===== config.mk =====
export PLATFORM = sky130hd
export DESIGN_NAME = uart_rx_os
export DESIGN_NICKNAME = d
export VERILOG_FILES = /design/src/rtl/uart_pkg.sv /design/src/rtl/uart_sync.sv /design/src/rtl/uart_rx_os.sv
export SDC_FILE = /design/constraint.sdc
export NUM_CORES = 1
export LEC_CHECK = 0
export CORE_ASPECT_RATIO = 1.4
export CORE_MARGIN = 10
export CORE_UTILIZATION = 42
export CTS_CLUSTER_SIZE = 28
export DETAILED_ROUTE_END_ITERATION = 16
export HOLD_SLACK_MARGIN = 0.15
export SETUP_SLACK_MARGIN = 0.05
export SLEW_MARGIN = 15
export SYNTH_ARGS = -nofsm -noshare
export SYNTH_HDL_FRONTEND = slang
export SYNTH_SLANG_ARGS = --single-unit

===== constraint.sdc =====
create_clock -name clk -period 3.63 [get_ports clk]
set_clock_uncertainty 0.2 [all_clocks]
set_input_delay 0.363 -clock clk [delete_from_list [all_inputs] [get_ports clk]]
set_output_delay 0.363 -clock clk [all_outputs]
set_load 0.05 [all_outputs]

===== src/rtl/uart_pkg.sv =====
// Shared types and helpers for the oversampling UART receiver.
package uart_pkg;

    typedef enum logic [2:0] {
        IDLE,
        START,
        DATA,
        PARITY,
        STOP,
        BREAK
    } state_t;

    localparam int OS_RATE_DEF = 16;

    // Odd-ones indicator; callers zero-extend narrower payloads.
    function automatic logic odd_ones(input logic [31:0] bits);
        return ^bits;
    endfunction

endpackage


===== src/rtl/uart_sync.sv =====
// Multi-stage bit synchroniser for the asynchronous rx line; resets to the idle (high) level.
module uart_sync #(
    parameter int STAGES = 2
) (
    input  logic clk,
    input  logic arst,
    input  logic d,
    output logic q
);

    logic [STAGES-1:0] ff;

    always_ff @(posedge clk or posedge arst) begin
        if (arst) begin
            ff <= '1;
        end else begin
            ff[0] <= d;
            for (int i = 1; i < STAGES; i++) begin
                ff[i] <= ff[i-1];
            end
        end
    end

    assign q = ff[STAGES-1];

endmodule


===== src/rtl/uart_rx_os.sv =====
// Oversampling UART receiver: start validation, 3-sample majority voting, parity/stop checks,
// and a valid/ready holding register with overrun reporting.
//
// state  | meaning
// IDLE   | line idle, waiting for rx_s low on a tick
// START  | start bit: mid-bit validation, then run to end of bit
// DATA   | receiving DATA_BITS payload bits, LSB first
// PARITY | receiving the parity bit
// STOP   | stop bit; frame completes on its mid-bit vote
// BREAK  | stop bit was low; wait for the line to return high
module uart_rx_os
    import uart_pkg::*;
#(
    parameter int DATA_BITS   = 8,
    parameter int OS_RATE     = OS_RATE_DEF,
    parameter int SYNC_STAGES = 2
) (
    input  logic                 clk,
    input  logic                 arst,
    input  logic                 en,
    input  logic                 os_tick,
    input  logic                 rx,
    input  logic                 parity_en,
    input  logic                 parity_odd,
    output logic [DATA_BITS-1:0] data_out,
    output logic                 data_valid,
    input  logic                 data_ready,
    output logic                 frame_err,
    output logic                 parity_err,
    output logic                 overrun,
    output logic                 busy
);

    localparam int TICK_W = $clog2(OS_RATE);
    localparam int BIT_W  = (DATA_BITS > 1) ? $clog2(DATA_BITS) : 1;

    localparam logic [TICK_W-1:0] T_S1   = TICK_W'(OS_RATE/2 - 2);
    localparam logic [TICK_W-1:0] T_S2   = TICK_W'(OS_RATE/2 - 1);
    localparam logic [TICK_W-1:0] T_MID  = TICK_W'(OS_RATE/2);
    localparam logic [TICK_W-1:0] T_LAST = TICK_W'(OS_RATE - 1);
    localparam logic [BIT_W-1:0]  B_LAST = BIT_W'(DATA_BITS - 1);

    state_t                 state;
    state_t                 state_nxt;
    logic                   rx_s;
    logic [TICK_W-1:0]      tick_cnt;
    logic [BIT_W-1:0]       bit_cnt;
    logic [1:0]             samp;
    logic                   vote;
    logic                   bit_val;
    logic                   par_bit;
    logic                   par_used;
    logic [DATA_BITS-1:0]   shift_reg;
    logic                   frame_done;
    logic                   load;

    uart_sync #(
        .STAGES(SYNC_STAGES)
    ) u_sync (
        .clk  (clk),
        .arst (arst),
        .d    (rx),
        .q    (rx_s)
    );

    // Third sample is the live rx_s at T_MID; the first two were captured on earlier ticks.
    assign vote = (samp[1] & samp[0]) | (samp[1] & rx_s) | (samp[0] & rx_s);

    always_ff @(posedge clk or posedge arst) begin
        if (arst) begin
            state <= IDLE;
        end else begin
            state <= state_nxt;
        end
    end

    // START runs on to the end of the start bit so DATA tick counts are bit-relative
    // and the three samples straddle each bit centre.
    always_comb begin
        state_nxt = state;
        if (!en) begin
            state_nxt = IDLE;
        end else if (os_tick) begin
            case (state)
                IDLE:   if (!rx_s) state_nxt = START;
                START: begin
                    if (tick_cnt == T_S2 && rx_s) state_nxt = IDLE;
                    else if (tick_cnt == T_LAST)  state_nxt = DATA;
                end
                DATA: begin
                    if (tick_cnt == T_LAST && bit_cnt == B_LAST)
                        state_nxt = parity_en ? PARITY : STOP;
                end
                PARITY: if (tick_cnt == T_LAST) state_nxt = STOP;
                STOP:   if (tick_cnt == T_MID) state_nxt = vote ? IDLE : BREAK;
                BREAK:  if (rx_s) state_nxt = IDLE;
                default: state_nxt = IDLE;
            endcase
        end
    end

    always_comb begin
        busy       = (state != IDLE);
        frame_done = en && os_tick && (state == STOP) && (tick_cnt == T_MID);
    end

    always_ff @(posedge clk or posedge arst) begin
        if (arst) begin
            tick_cnt  <= '0;
            bit_cnt   <= '0;
            samp      <= '0;
            bit_val   <= 1'b0;
            par_bit   <= 1'b0;
            par_used  <= 1'b0;
            shift_reg <= '0;
        end else if (!en) begin
            tick_cnt <= '0;
            bit_cnt  <= '0;
        end else if (os_tick) begin
            if (tick_cnt == T_S1) samp[1] <= rx_s;
            if (tick_cnt == T_S2) samp[0] <= rx_s;
            case (state)
                IDLE, BREAK: tick_cnt <= '0;
                default:     tick_cnt <= (tick_cnt == T_LAST) ? '0 : tick_cnt + 1'b1;
            endcase
            if (state == START) bit_cnt <= '0;
            if (state == DATA) begin
                if (tick_cnt == T_MID) bit_val <= vote;
                if (tick_cnt == T_LAST) begin
                    shift_reg <= {bit_val, shift_reg[DATA_BITS-1:1]};
                    bit_cnt   <= bit_cnt + 1'b1;
                    if (bit_cnt == B_LAST) par_used <= parity_en;
                end
            end
            if (state == PARITY && tick_cnt == T_MID) par_bit <= vote;
        end
    end

    // A completing frame may land in the same clk the consumer drains the register.
    assign load = frame_done && (!data_valid || data_ready);

    always_ff @(posedge clk or posedge arst) begin
        if (arst) begin
            data_out   <= '0;
            data_valid <= 1'b0;
            frame_err  <= 1'b0;
            parity_err <= 1'b0;
            overrun    <= 1'b0;
        end else begin
            overrun <= frame_done && !load;
            if (load) begin
                data_out   <= shift_reg;
                frame_err  <= !vote;
                parity_err <= par_used && (odd_ones(32'(shift_reg)) ^ par_bit ^ parity_odd);
                data_valid <= 1'b1;
            end else if (data_valid && data_ready) begin
                data_valid <= 1'b0;
            end
        end
    end

endmodule


After elaboration in Yosys (flattened, before gate mapping)
Index checks and enable logic that the tools add are counted.
- add/sub/neg operators: 2
- bitwise logic cells: 7
- multiplexer cells: 23
- reductions and logical operators: 26
- eq/ne operators: 17
- operators with widths (cell ; count):
    two-way mux 3 bit ; 16
    parity 32 bit ; 1
    case mux 3 bit (6 select lines) ; 1
    two-way mux 4 bit ; 4
    inequality test 3 bit, second input constant ; 4
    logical AND 1 bit ; 10
    == test 3 bit, second input constant ; 3
    AND reduction 3 bit ; 3
    == test 4 x 3 -> 1 bit, second input constant ; 2
    == test 4 bit, second input constant ; 2
    AND reduction 4 bit ; 2
    AND reduction 7 bit ; 1
    == test 3 x 2 -> 1 bit, second input constant ; 2
    AND reduction 5 bit ; 1
    adder 4 x 1 -> 4 bit, second input constant ; 1
    inequality test 4 bit, second input constant ; 1
    adder 3 x 1 -> 3 bit, second input constant ; 1
    bitwise AND 1 bit ; 3
    == test 3 x 1 -> 1 bit, second input constant ; 1
    logical NOT 1 bit ; 3
    logical NOT 3 bit ; 1
    inequality test 3 x 2 -> 1 bit, second input constant ; 1
    nonzero test 3 bit ; 1
    two-way mux 1 bit ; 2
    6 further kinds ; 8
- bits of input ports: 8
- bits in registers: 37
- output and inout port bits: 13
- logic and storage cells: 90

Depth between registers and ports, before layout
- depth in word-level cells: 8
- gate-level depth with buffers: 8
- gate-level depth less buffers: 7

Hierarchy
Synthesis repeated with hierarchy kept, for this count alone.
- cells, all modules: 158
- area total of the unflattened synthesis: 1879.3 sq um
- by module, submodules not included (module ; instances ; cells each ; area an instance (sq um) ; sequential area each (sq um)):
    uart_rx_os ; 1 ; 155 ; 1823.0 ; 875.8
    uart_sync ; 1 ; 3 ; 56.3 ; 52.6

Least setup slack after synthesis
OpenSTA, ideal clock, no wires.
- path kind: register to register
- from: register tick_cnt[0]
- to: register data_out[0]
- stages on the path, launching flop included: 8
- arrival time: 1.569 ns
- setup slack: 1.736 ns
- path buffers: 1
- data required time: 3.305 ns
- clock period less this slack: 1.894 ns
- library setup time: 0.125 ns
- cells stage by stage: dfrtp_1 inv_1 ha_1 nor2b_4 and3_2 nand3_1 buf_2 mux2_2
- word-level cells in the longest chain between the ends: 3
- ends and longest elaborated chain (what ; line ; text):
    start, declared ; uart_rx_os.sv:46 ; logic [TICK_W-1:0] tick_cnt;
    start signal, assigned ; uart_rx_os.sv:124 ; default: tick_cnt <= (tick_cnt == T_LAST) ? '0 : tick_cnt + 1'b1;
    == test 4 bit ; uart_rx_os.sv:104 ; frame_done = en && os_tick && (state == STOP) && (tick_cnt == T_MID);
    logical AND 1 bit ; uart_rx_os.sv:104 ;
    logical AND 1 bit ; uart_rx_os.sv:140 ; assign load = frame_done && (!data_valid || data_ready);
    end signal, assigned ; uart_rx_os.sv:152 ; data_out <= shift_reg;
    end, declared ; uart_rx_os.sv:25 ; output logic [DATA_BITS-1:0] data_out,
No other way between the ends.
A chain may end at the register's enable or synchronous reset.

Worst setup path after layout
- from: register state[2]
- to: output busy
- word-level cells in the longest chain between the ends: 1
- ends and longest elaborated chain (what ; line ; text):
    start, declared ; uart_rx_os.sv:43 ; state_t state;
    start signal, assigned ; uart_rx_os.sv:73 ; state <= state_nxt;
    nonzero test 3 bit ; uart_rx_os.sv:103 ; busy = (state != IDLE);
    end, declared ; uart_rx_os.sv:31 ; output logic busy
No other way between the ends.

==> summary.md <==
| Metric | Value |
|---|---|
| Total stage count of the critical path | `2` |
| First-pass GRT wire length | `6396 um` |
| H-tree depth | `2` |
| Worst EP arrival | `1.92 ns` |
| Die height | `98.97 um` |
| CTS tree | `built` |
| Vias post-DR | `1265` |
| I/O Pins | `21` |
| Power per cell area | `357.1 nW/um^2` |
| Pre-CTS setup slack | `1.106 ns` |
| Area fraction of the dominant cell type after synthesis | `46.82%` |
| Async set-reset flop share out of synthesis | `100.0%` |
| Yosys top cell by area | `dfrtp_1` |
| CP cell instances | `or3_1, clkdlybuf4s50_1` |
| Cts hold-fix bufs | `0` |
| Final hold vios | `0` |
| Final core occ | `51.29%` |
| Root buffer cell | `clkbuf_8` |
| Yosys warnings | `0` |
| Die ar. | `7561 um^2` |
| ANT cells | `0` |
| Ranking of synthesized cells by area | `dfrtp_1 47%, mux2_2 13%, ha_1 3.3%` |
| Delay-heaviest family, CP | `buffers and inverters` |
| DRT antenna net count | `0` |
| Crit path kind | `reg2out` |
| Crit start category | `register` |
| Worst R2R Path Depth | `6` |
| Max cap viols | `0` |
| Drt drc | `0` |
| Tcrit/Tclk final | `68.49%` |
| Post-CTS sizing | `0` |
| Slew @ Worst Pin | `0.7953 ns` |
| Initial Utilization | `43.76%` |
| # Post-CTS Setup Buffers | `0` |
| WL/cell | `15.04 um` |
| Reg-to-reg slack, setup | `1.41 ns` |
| Final WL | `3701 um` |
| Setup ws final | `1.144 ns` |
| DR iter-0 viols | `162` |
| CP max stage delay | `0.70 ns` |
| Status | `completed` |
| Antenna violations before repair | `0` |
| Total power | `0.7828 mW` |
| Gr usage total | `10.51%` |
| Detail Placement HPWL | `2775 um` |
| EDFF count, synth | `0` |
| Chip width | `76.40 um` |
| Vias in the first global route | `1348` |
| Max frequency | `0.4022 GHz` |
| Vias per cell | `5.142` |
| Worst min path class | `reg2reg` |
| Most used DFF post-synth | `dfrtp_1` |
| Leakage Power | `1.025 nW` |
| Placer congestion estimate | `0.8928` |
| Final Instance Count excl. Fillers | `246` |
| Critical Path RT | `3.07 ns` |
| Rows | `28` |
| Synthesized cell area | `1871 um^2` |
| Final setup fails | `0` |
| Num CTS Buffers | `5` |
| Layout Area Growth over Synthesis | `17.19%` |
| Post-Syn Area per Cell | `11.48 um^2` |
| Clk_lat worst skew | `0.29 ns` |
| Commonest cells post-synth | `35 x dfrtp_1, 22 x mux2_2, 11 x nand2_1, 11 x nor2_1, 8 x inv_1` |
| Setup TNS | `0 ns` |
| Hold Path Depth | `0` |
| CTS max path bufs | `2` |
| Largest net degree at the start of global routing | `23` |
| Tmin final | `2.486 ns` |
| Max rail drop VDD | `0.0002631 V` |
| Overflow after GRT | `0` |
| Seq/Total Area, Yosys | `49.63%` |
| Synth cell types | `44` |
| Clock Pin Slew Worst Setup and Hold Paths | `0.07 ns` |
| Worst Setup End Kind | `output port` |
| RSZ-0062 raised after global routing | `false` |
| Layout cell share with drive strength beyond 1 | `21.51%` |
| CTS Sinks | `37` |
| Slew Limit Fails | `0` |
| Post-synthesis register bit count | `37` |
| Post-Syn Nets | `176` |
| Post-placement cell count | `238` |
| Crit Path Max Fanout | `13` |
| CP bufs+invs | `1` |
| Max-slew headroom | `46.92%` |
| Core area | `4274 um^2` |
| TritonRoute pass-1 iters | `4` |
| Number of buffer cells added on primary ports | `20` |
| Post-synthesis instance total | `163` |
| Final net count | `198` |
| Slowest CP cell | `clkdlybuf4s50_1` |
| Most frequent cell after synthesis | `dfrtp_1` |
-- cell families after synthesis --
logic type | synth area share (%)
simple gates | 13.58
flops | 49.63
compound gates | 9.699
mux | 13.78
buf+inv | 4.749
xor+xnor | 4.683
fa+ha+maj | 3.880
-- metal layers --
| layer | GRT usage [%] | part of all wire [%] | vias up |
|---|---|---|---|
| met2 | 18.11 | 54 | 23 |
| met1 | 11.26 | 39 | 626 |
| li1 | - | - | 610 |
| met5 | 0 | 0 | - |
| met3 | 3.818 | 4.6 | 6 |
| met4 | 4.735 | 2.0 | 0 |
-- final cells by class --
class                   count  area, um^2
fillers                   414        2082
clock buffers               8       90.09
well taps                  60       75.07
multi-input cells         111       853.3
repair buffers             22       215.2
inverters                   8       30.03
flip-flops and latches     37       928.4
-- stage by stage --
step	hold slack, ns	cell area [um^2]
floorplan	0.1452	1871
global placement	0.1462	2102
detailed placement	0.1570	2102
CTS	0.1683	2192
global route	0.1672	2192
finish	0.1598	2192
-- power breakdown --
group          leakage [nW]  internal, mW  switching, mW  total, mW
logic                 0.476        0.0291         0.0389     0.0680
clock network        0.0455         0.155          0.134      0.288
registers             0.504         0.417        0.00936      0.426
-- layout by cell type, fill, tap and decap left out, types with 3 or more instances in the layout --
cell type | netlist | final
a21oi_1 | 5 | 5
clkbuf_8 | 0 | 6
xnor2_1 | 7 | 7
dfrtp_1 | 35 | 35
ha_1 | 5 | 5
nor2b_1 | 3 | 3
nand3_1 | 3 | 3
nor3_1 | 3 | 3
xor2_1 | 3 | 3
o21ai_0 | 6 | 6
inv_1 | 8 | 8
clkdlybuf4s50_1 | 0 | 20
nand2_1 | 11 | 11
nor2_1 | 11 | 11
mux2_2 | 22 | 22
-- path summary, 6_finish.rpt --
check                             start            to
max reg2reg                 tick_cnt[0]   data_out[1]
min in group asynchronous          arst    bit_cnt[2]
min                        u_sync.ff[0]  u_sync.ff[1]
max                            state[2]          busy
max in group asynchronous          arst      state[0]
min reg2reg                u_sync.ff[0]  u_sync.ff[1]
-- worst register-to-register path, cell delays in order (launching register included) --
cell,delay (ns)
dfrtp_1,0.42
inv_1,0.10
ha_1,0.15
nor2b_4,0.21
and3_2,0.20
nand3_1,0.40
mux2_2,0.44
Note: power is estimated with default switching activity, not from simulation.
==> patch: new RTL, same flow settings <==
The output `overrun` loses its register stage (`overrun` becomes a continuous assignment).
--- a/src/rtl/uart_rx_os.sv
+++ b/src/rtl/uart_rx_os.sv
@@ -145,9 +145,7 @@
             data_valid <= 1'b0;
             frame_err  <= 1'b0;
             parity_err <= 1'b0;
-            overrun    <= 1'b0;
         end else begin
-            overrun <= frame_done && !load;
             if (load) begin
                 data_out   <= shift_reg;
                 frame_err  <= !vote;
@@ -159,5 +157,7 @@
         end
     end
 
+    assign overrun = frame_done && !load;
+
 endmodule
 
Function: same outputs for any inputs over 10 cycles, from zero or initial values and one cycle with arst high; that may be too few to reach the edited logic, so the function may still have changed.
==> patch against the unedited design <==
Routed wire length shrank 3.1%; area after synthesis shrank 1.2%; clock power shrank 2%; setup slack lost 0.18 ns; synthesized cell count shrank 4.9%; sequential share of layout area shrank 0.91 points; sequential cell count shrank 1; cell area shrank 0.57%; non-clock buffer count is the same; utilization grew 0.13 points; power shrank 1.7%; sequential power shrank 2%; highest routed layer unchanged; critical path type is now input pin to output pin; global-route usage shrank 0.88 points.
==> patch: results (changes against the unedited design) <==
metric	value	unit	change
synthAdderAreaFrac	0.0393		was 0.0388
ys_warn_count	0		unchanged
drt_pass1_iterations	4		unchanged
multiInputCombCellCount	107		was 111
ir_worst_vdd	0.238	mV	was 0.263 mV
path_clk_slew	0.07	ns	about the same
via_per_inst	5.15		was 5.14
powerClk	0.281	mW	was 0.288 mW
cts_buffers	5		unchanged
nNetsFinal	191		was 198
critPathTopFamily	buffers and inverters		unchanged
groute.usage.overall	0.0963		was 0.105
multiInputGateArea	877	um2	was 853 um2
synth-xor-area-share	0.0454		was 0.0468
n_all_buffers	22		unchanged
clkbuf_count	6		was 8
routedWlPerCell	15.0	um	about the same
internal_power	0.573	mW	was 0.601 mW
cts-root-buf	clkbuf_8		unchanged
cellLeakagePower	1.01	nW	was 1.03 nW
seqCellArea	903	um2	was 928 um2
yosys-mux-area-fraction	0.162		was 0.138
grt_pass1_wl	5980	um	was 6400 um
antenna_found_initial	0		unchanged
crit_fanout	11		was 13
postCtsSetupBuffers	0		unchanged
layout-drive-gt1-share	0.229		was 0.215
hp-class	flop to flop		unchanged
crit_arrival	2.11	ns	was 1.92 ns
grt_max_degree	37		was 23
gp_congestion	0.826		was 0.893
min-delay-start	u_sync.ff[0]$_DFF_PP1_		unchanged
synth_common_cells	dfrtp_1 (34), mux2_2 (16), nand2_1 (7), nand3_1 (7)		was dfrtp_1 (35), mux2_2 (22), nand2_1 (11), nor2_1 (11), inv_1 (8)
ctsHtreeMaxLevel	2		unchanged
nFillCells	390		was 414
hpwl	2610	um	was 2780 um
post_cts_resize_count	0		unchanged
status	finished, final reports clean		unchanged
slowest_delay	0.68	ns	was 0.70 ns
cp-startpoint	en		was state[2]$_DFFE_PP0P_
ys_async_sr_fraction	1.00		unchanged
slew_headroom	0.664		was 0.469
combPwrFrac	0.094		was 0.087
inv_count	6		was 8
port_buffers	20		unchanged
synth_compound_area_frac	0.0772		was 0.0970
grt_pass1_vias	1282		was 1348
yosysSeqAreaShare	0.489		was 0.496
clkCellAreaFrac	0.0408		was 0.0411
synth.area.top_cells	dfrtp_1 (46%), mux2_2 (9.7%), mux2_4 (4.9%), ha_1 (3.4%), dfstp_2 (2.8%)		was dfrtp_1 (47%), mux2_2 (13%), ha_1 (3.3%), xnor2_1 (3.3%), dfstp_2 (2.8%)
drtIter0Drc	60		was 162
final-nonclk-buf-share	0.0976		was 0.0982
ys_ff_latch	36		was 37
synth_ff_type	dfrtp_1		unchanged
synth_cell_type_count	43		was 44
syn_nets	168		was 176
[patch: cell count changes after synthesis, sizes merged, moves of 3 or more]
cell,delta
nand3,+4
nor2,-5
nand2,-3
nor2b,+3
buf,-3
[patch: through the flow]
step	total power, mW	instance area (um2)	setup slack [ns]	hold WS, ns	std cells
after global routing	0.808	2180	0.843	0.163	239
after floorplan	0.472	1850	1.13	0.145	155
after detailed placement	0.498	2090	0.753	0.150	231
after CTS	0.779	2180	0.939	0.161	239
final	0.770	2180	0.962	0.158	239
after global placement	0.496	2090	0.785	0.146	231
[patch: final timing paths]
kind	end	slack (ns)	cells past startpoint
worst max-delay path	overrun	0.96	5
worst min-delay path	u_sync.ff[1]$_DFF_PP1_	0.16	0
worst max register to register	data_out[7]$_DFFE_PP0P_	1.19	6
worst min register to register	u_sync.ff[1]$_DFF_PP1_	0.16	0
max in group asynchronous	u_sync.ff[0]$_DFF_PP1_	2.62	3
min in group asynchronous	data_out[2]$_DFFE_PP0P_	0.28	3
[patch: worst reg2reg max path, stage by stage (launching register included)]
cell,delay [ns]
dfrtp_1,0.44
inv_1,0.11
ha_1,0.20
nand3b_4,0.10
or4_4,0.52
nor2b_4,0.38
mux2_2,0.38
[patch: layer usage]
layer  up-vias  GRT usage  share of wire
met5         -          0              0
met4         0     0.0416          0.016
met3         6     0.0355          0.046
met2        22      0.160           0.50
met1       606      0.108           0.44
li1        596          -              -
[patch: cell families (layout without fill, tap and decap cells)]
kind of cell	after synthesis	in the layout
AO/OA/AOI/OAI	22	22
adder cells (fa/ha/maj)	6	6
AND/OR/NAND/NOR	46	46
buffers and inverters	12	36
multiplexers	25	25
XOR/XNOR	8	8
flip-flops	36	36
